File: config.mk
export PLATFORM = sky130hd
export DESIGN_NAME = pipe_buffer
export DESIGN_NICKNAME = d
export VERILOG_FILES = /design/src/rtl/pipe_buffer.sv
export SDC_FILE = /design/constraint.sdc
export NUM_CORES = 1
export LEC_CHECK = 0
export ABC_CLOCK_PERIOD_IN_PS = 5050
export CAP_MARGIN = 40
export CORE_ASPECT_RATIO = 1.1
export CORE_MARGIN = 4
export CORE_UTILIZATION = 53
export CTS_CLUSTER_SIZE = 20
export DETAILED_ROUTE_END_ITERATION = 8
export GPL_ROUTABILITY_DRIVEN = 0
export MAX_ROUTING_LAYER = met4
export PLACE_DENSITY_LB_ADDON = 0.12
export SKIP_CTS_REPAIR_TIMING = 1
export SYNTH_ARGS = -nofsm -noshare
export SYNTH_HDL_FRONTEND = slang
export SYNTH_SLANG_ARGS = --single-unit
export TNS_END_PERCENT = 50
File: constraint.sdc
create_clock -name ref_clk -period 5.05 [get_ports ref_clk]
set_input_delay 1.01 -clock ref_clk [delete_from_list [all_inputs] [get_ports ref_clk]]
set_output_delay 1.01 -clock ref_clk [all_outputs]
set_load 0.005 [all_outputs]
File: src/rtl/pipe_buffer.sv
// Elastic pipeline-stage buffer: DEPTH-entry FIFO with valid/ready handshakes,
// a global stage enable for stalls and a synchronous flush for squashes.
module pipe_buffer #(
   parameter int WIDTH = 32,
   parameter int DEPTH = 2
) (
   input  logic                       ref_clk,
   input  logic                       rst_n,
   input  logic                       WE,
   input  logic                       flush,
   input  logic                       in_valid,
   output logic                       in_ready,
   input  logic [WIDTH-1:0]           DataI,
   output logic                       out_valid,
   input  logic                       out_ready,
   output logic [WIDTH-1:0]           DataO,
   output logic [$clog2(DEPTH+1)-1:0] count
);

   localparam int AW = $clog2(DEPTH);
   localparam int CW = $clog2(DEPTH + 1);

   logic [WIDTH-1:0] r_mem [DEPTH];
   logic [AW-1:0]    r_wr_ptr;
   logic [AW-1:0]    r_rd_ptr;
   logic [CW-1:0]    r_count;

   logic w_full;
   logic w_empty;
   logic w_push;
   logic w_pop;

   assign w_full  = (r_count == CW'(DEPTH));
   assign w_empty = (r_count == '0);

   // Full blocks pushes even when a pop is happening: no same-cycle slot reuse.
   assign in_ready  = WE & ~w_full  & ~flush;
   assign out_valid = WE & ~w_empty & ~flush;
   assign w_push    = in_valid & in_ready;
   assign w_pop     = out_valid & out_ready;

   assign DataO = w_empty ? '0 : r_mem[r_rd_ptr];
   assign count = r_count;

   always_ff @(posedge ref_clk or negedge rst_n) begin
      if (!rst_n) begin
         r_wr_ptr <= '0;
         r_rd_ptr <= '0;
         r_count  <= '0;
         for (int i = 0; i < DEPTH; i++) begin
            r_mem[i] <= '0;
         end
      end else if (flush) begin
         // Storage is left as is; it becomes unreachable once count is zero.
         r_wr_ptr <= '0;
         r_rd_ptr <= '0;
         r_count  <= '0;
      end else begin
         if (w_push) begin
            r_mem[r_wr_ptr] <= DataI;
            r_wr_ptr        <= r_wr_ptr + AW'(1);
         end
         if (w_pop) begin
            r_rd_ptr <= r_rd_ptr + AW'(1);
         end
         if (w_push && !w_pop) begin
            r_count <= r_count + CW'(1);
         end else if (w_pop && !w_push) begin
            r_count <= r_count - CW'(1);
         end
      end
   end

endmodule

==> flow_summary.json, run 1 <==
{
  "holdPathStages": 1,
  "clkLatencyLatePin_ns": 0.33,
  "worstPathRequired_ns": 4.04,
  "port-buffer-count": 73,
  "netlist_instances": 236,
  "cp-end-kind": "primary output",
  "clk_path_buf_depth": 2,
  "internal_power_mw": 1.09,
  "synth_top_area_share_pct": 54.4,
  "crit_type": "input pin to primary output",
  "area_growth_syn_to_layout_pct": 30.9,
  "worstHoldStart": "r_mem[58]",
  "power.share.clock_pct": 25.8,
  "yosysTopAreaCell": "dfrtp_1",
  "grt_pass1_wl_um": 10200,
  "cts.sink_count": 68,
  "fin_nets": 351,
  "overflow": 0,
  "whs_endpoint": "r_mem[58]",
  "drc_errors": 0,
  "drive_gt1_share_pct": 26.7,
  "setup_viol": 0,
  "syn_avg_cell_area_um2": 13.3,
  "diodes": 0,
  "final_cell_mix": "72 x clkdlybuf4s50_1, 67 x dfrtp_1, 60 x mux2_2",
  "power.switching_uw": 369,
  "die_height_um": 88.6,
  "synth_nets": 274,
  "cp-start-kind": "input pin",
  "finClkSkew_ns": 0.00327,
  "r2r_end": "r_mem[25]",
  "hold_viol_final": 0,
  "route.met3.wl_um": 211,
  "firstDrtPassIters": 4,
  "dp.final_hpwl_um": 4270,
  "finalCritPeriodShare_pct": 67.7,
  "wl_met2_um": 2930,
  "antenna_found_initial": 0,
  "arrival_ns": 2.41,
  "hold_slack_ns": 0.489,
  "die_x_um": 81.3,
  "routed_via_density": 5.14,
  "drt-met1-wl_um": 2840,
  "vias": 2029,
  "fin_total_pwr_mw": 1.45,
  "synth-seq-cells": 68,
  "r2r_start": "count[1]",
  "final_common_cell": "clkdlybuf4s50_1",
  "rsz0062_at_grt": "no",
  "wl_per_cell_um": 15.4,
  "yosysWarnings": 0,
  "initial_core_util_pct": 54.6,
  "grt.total_usage_pct": 19.6,
  "ff2ff_path_depth": 4,
  "fmax_mhz": 293,
  "drt_wl_total_um": 6100,
  "antenna_left": 0,
  "vdd.ir_drop.worst_mv": 0.229,
  "top_level_ports": 74,
  "min_period_ns": 3.42,
  "clkTransAtPathRegs_ns": 0.07,
  "numCtsBuffers": 9,
  "die-area_mm2": 0.00720,
  "rrSetupSlack_ns": 2.94,
  "seq_power_share_pct": 51.6,
  "grt_pass1_vias": 2191,
  "h-tree-depth": 3,
  "synth_cell_type_count": 26,
  "core_mm2": 0.00573,
  "worstHoldPathType": "flop to flop",
  "grt_max_degree": 37,
  "synthTopCellsByArea": "dfrtp_1 54%, mux2_2 22%, mux2i_1 10%, nor2_1 4.2%, mux2_1 1.4%",
  "fp-row-count": 29,
  "worst_pin_slew_ns": 0.811,
  "max_cap_violations": 0,
  "cts_tree": "yes",
  "p_comb_share_pct": 22.7,
  "clock-root-buffer": "clkbuf_8",
  "slew_headroom_pct": 45.9,
  "yosysSeqAreaShare_pct": 54.4,
  "power.leakage_nw": 1.65,
  "p_sw_share_pct": 25.4,
  "dr.max_layer_used": "met4",
  "status": "finished, final reports clean",
  "drt-initial-drc-count": 97,
  "syn_area_mm2": 0.00313,
  "final-max-slew-violation-count": 0,
  "cellPowerDensity_mw_per_mm2": 355,
  "setup-tns-final_ns": 0,
  "path_max_fanout": 6
}
-- cells in the mapped netlist --
library cell	count
nand4b_1	1
o21bai_1	1
nor2b_2	1
a21oi_1	3
nor2_1	35
nand2b_2	1
inv_1	1
nor4b_4	1
buf_6	3
mux2_2	60
buf_4	3
nor3b_1	1
o211ai_1	1
mux2i_1	32
nand2_1	2
buf_2	3
o21ai_0	5
or3_1	1
clkbuf_1	4
nand2b_1	1
dfrtp_1	68
nor3_2	1
nor4bb_1	1
and2_1	1
mux2_1	4
nand3b_1	1
-- critical path, cell delays in order --
cell and delay [ns]:
clkdlybuf4s50_1 0.47, nand2b_2 0.29, nor2_1 0.13, clkdlybuf4s50_1 0.50
-- metrics by stage --
step / std cells / utilization [%] / area [um2] / setup slack, ns
after floorplan: 236 / - / 3130 / 2.67
after global placement: 378 / 68.3 / 3910 / 1.64
after detailed placement: 379 / 68.6 / 3930 / 1.63
after CTS: 395 / 71.5 / 4100 / 1.62
after global routing: 395 / 71.5 / 4100 / 1.51
final: 395 / 71.5 / 4100 / 1.63
-- cell type report --
class	count	area, um2
flip-flops and latches	68	1700
multi-input cells	154	1350
well taps	77	96.3
clock inverters	2	10.0
inverters	1	3.75
repair buffers	79	783
clock buffers	14	153
fillers	445	1640
-- sequential cells by signal (all words and copies together) (netlist names) --
| name | flops |
|---|---|
| count | 2 |
| r_rd_ptr | 1 |
| r_mem | 64 |
| r_wr_ptr | 1 |
-- worst max-delay path by stage --
stage,startpoint,endpoint,slack (ns),cells past startpoint
6_report,flush,in_ready,1.63,4
5_1_grt,count[1],DataO[7],1.51,4
4_1_cts,count[0],DataO[7],1.62,4
3_5_place_dp,flush,in_ready,1.63,4
3_3_place_gp,flush,in_ready,1.64,4
2_1_floorplan,flush,in_ready,2.67,2
-- power by group through the flow --
stage,registers (mW),logic [mW],clock network [mW]
floorplan,0.738,0.205,0
global placement,0.758,0.319,0
detailed placement,0.761,0.335,0
CTS,0.751,0.336,0.387
global route,0.768,0.369,0.410
finish,0.750,0.329,0.375
-- cells by family (layout without fill, tap and decap cells) --
family,count (synthesis),in the layout,synth area share (%)
DFF,68,68,54.4
muxes,96,96,33.3
AOI/OAI and AO/OA,10,10,1.76
and+or+nand+nor,48,48,7.75
buffers and inverters,14,96,2.88
-- layer usage --
layer | track usage, % | vias up
met5 | - | -
met4 | 9.22 | 0
met3 | 3.56 | 10
met2 | 30.8 | 43
met1 | 24.7 | 994
li1 | - | 982
(Power assumes the default switching activity.)
==> run 2: changes to the inputs <==
--- a/config.mk
+++ b/config.mk
@@ -5,11 +5,11 @@
 export SDC_FILE = /design/constraint.sdc
 export NUM_CORES = 1
 export LEC_CHECK = 0
-export ABC_CLOCK_PERIOD_IN_PS = 5050
+export ABC_CLOCK_PERIOD_IN_PS = 3110
 export CAP_MARGIN = 40
 export CORE_ASPECT_RATIO = 1.1
 export CORE_MARGIN = 4
-export CORE_UTILIZATION = 53
+export CORE_UTILIZATION = 45
 export CTS_CLUSTER_SIZE = 20
 export DETAILED_ROUTE_END_ITERATION = 8
 export GPL_ROUTABILITY_DRIVEN = 0
==> constraint.sdc (replaced) <==
create_clock -name ref_clk -period 3.11 [get_ports ref_clk]
set_input_delay 0.622 -clock ref_clk [delete_from_list [all_inputs] [get_ports ref_clk]]
set_output_delay 0.622 -clock ref_clk [all_outputs]
set_load 0.005 [all_outputs]
==> run 2 against run 1 <==
  * Final cell count up 2.0%
  * Worst hold slack worse by 0.16 ns
  * Global-route usage down 2.7 points
  * Critical path depth unchanged
  * Die area up 16%
  * Largest power group unchanged
==> flow_summary.json, run 2 (same netlist as run 1, synthesis figures left out) <==
{
  "status": "finished, final reports clean",
  "clock-root-buffer": "clkbuf_8",
  "grt_max_degree": 41,
  "drive_gt1_share_pct": 28.3,
  "antenna_found_initial": 0,
  "finClkSkew_ns": 0.00681,
  "die_x_um": 87.5,
  "h-tree-depth": 3,
  "initial_core_util_pct": 46.9,
  "fin_nets": 354,
  "max_cap_violations": 0,
  "arrival_ns": 2.02,
  "p_sw_share_pct": 24.8,
  "diodes": 0,
  "final_common_cell": "clkdlybuf4s50_1",
  "drt-initial-drc-count": 59,
  "final-max-slew-violation-count": 0,
  "power.share.clock_pct": 29.4,
  "worstPathRequired_ns": 2.49,
  "wl_met2_um": 2990,
  "largest_reg_flops": 64,
  "internal_power_mw": 1.87,
  "drt-met1-wl_um": 2860,
  "dp.final_hpwl_um": 4330,
  "grt_pass1_vias": 2216,
  "min_period_ns": 2.64,
  "cp-end-kind": "primary output",
  "slew_headroom_pct": 54.2,
  "overflow": 0,
  "finalCritPeriodShare_pct": 85.0,
  "hold_viol_final": 0,
  "rsz0062_at_grt": "no",
  "worst_pin_slew_ns": 0.687,
  "setup-tns-final_ns": 0,
  "die_height_um": 95.5,
  "hold_slack_ns": 0.331,
  "vias": 2052,
  "setup_viol": 0,
  "stdcell_count": 403,
  "grt_pass1_wl_um": 10700,
  "fp-row-count": 31,
  "antenna_left": 0,
  "clkLatencyLatePin_ns": 0.33,
  "dr.max_layer_used": "met4",
  "fmax_mhz": 378,
  "worstHoldPathType": "input pin to async pin",
  "routed_via_density": 5.09,
  "wl_per_cell_um": 15.4,
  "cts.sink_count": 68,
  "cellPowerDensity_mw_per_mm2": 594,
  "numCtsBuffers": 9,
  "drt_wl_total_um": 6200,
  "firstDrtPassIters": 4,
  "die-area_mm2": 0.00836,
  "cts_tree": "yes",
  "seq_power_share_pct": 48.9,
  "crit_type": "input pin to primary output",
  "power.leakage_nw": 1.69,
  "top_register": "r_mem",
  "clkTransAtPathRegs_ns": 0.07,
  "path_max_fanout": 6,
  "port-buffer-count": 73,
  "final_cell_mix": "72 x clkdlybuf4s50_1, 67 x dfrtp_1, 60 x mux2_2",
  "core_mm2": 0.00667,
  "grt.total_usage_pct": 17.0,
  "drc_errors": 0,
  "top_level_ports": 74,
  "vdd.ir_drop.worst_mv": 0.365,
  "clk_path_buf_depth": 2,
  "area_growth_syn_to_layout_pct": 33.9,
  "p_comb_share_pct": 21.7,
  "cp-start-kind": "input pin",
  "power.switching_uw": 618,
  "dp.cells": 387,
  "route.met3.wl_um": 311
}
==> run 2: path summary, 6_finish.rpt <==
check | end | depth (start not counted) | slack [ns] | start
max in group asynchronous | r_mem[8] | 2 | 2.13 | rst_n
worst max-delay path | in_ready | 4 | 0.47 | flush
min in group ref_clk | r_mem[62] | 1 | 0.49 | r_mem[62]
worst min register to register | r_mem[62] | 1 | 0.49 | r_mem[62]
worst max register to register | r_mem[47] | 4 | 1.42 | count[1]
worst min-delay path | r_mem[46] | 1 | 0.33 | rst_n
==> run 2: layout make-up <==
type	instances	area, um2
fill	587	2480
sequential	68	1700
multi-input combinational	154	1350
timing repair buffer	82	831
clock buffer	12	155
tap	82	103
clock inverter	4	47.5
inverter	1	3.75
==> run 2: metal layers <==
metal  track usage [%]  vias up
met4              4.99        0
met3              3.72        5
met2              26.2       48
met1              22.5     1013
met5                 -        -
li1                  -      986
==> run 2: metrics by stage <==
stage                     instance area, um2  util (%)  worst slack, ns  total power [mW]
after floorplan                         3130         -             1.18              1.53
final                                   4190      62.8            0.466              2.49
after global routing                    4190      62.8            0.362              2.65
after global placement                  3990      59.8            0.477              1.76
after CTS                               4190      62.8            0.456              2.52
after detailed placement                3990      59.8            0.454              1.79
==> run 2: worst max-delay path: stages <==
cell	delay (ns)
clkdlybuf4s50_1	0.48
nand2b_2	0.29
nor2_1	0.13
clkdlybuf4s50_1	0.50
==> run 2: power groups by stage <==
stage / clock (mW) / combinational, mW / sequential [mW]
2_1_floorplan: 0 / 0.332 / 1.20
3_3_place_gp: 0 / 0.538 / 1.22
3_5_place_dp: 0 / 0.551 / 1.24
4_1_cts: 0.751 / 0.553 / 1.22
5_1_grt: 0.796 / 0.608 / 1.25
6_report: 0.732 / 0.541 / 1.22
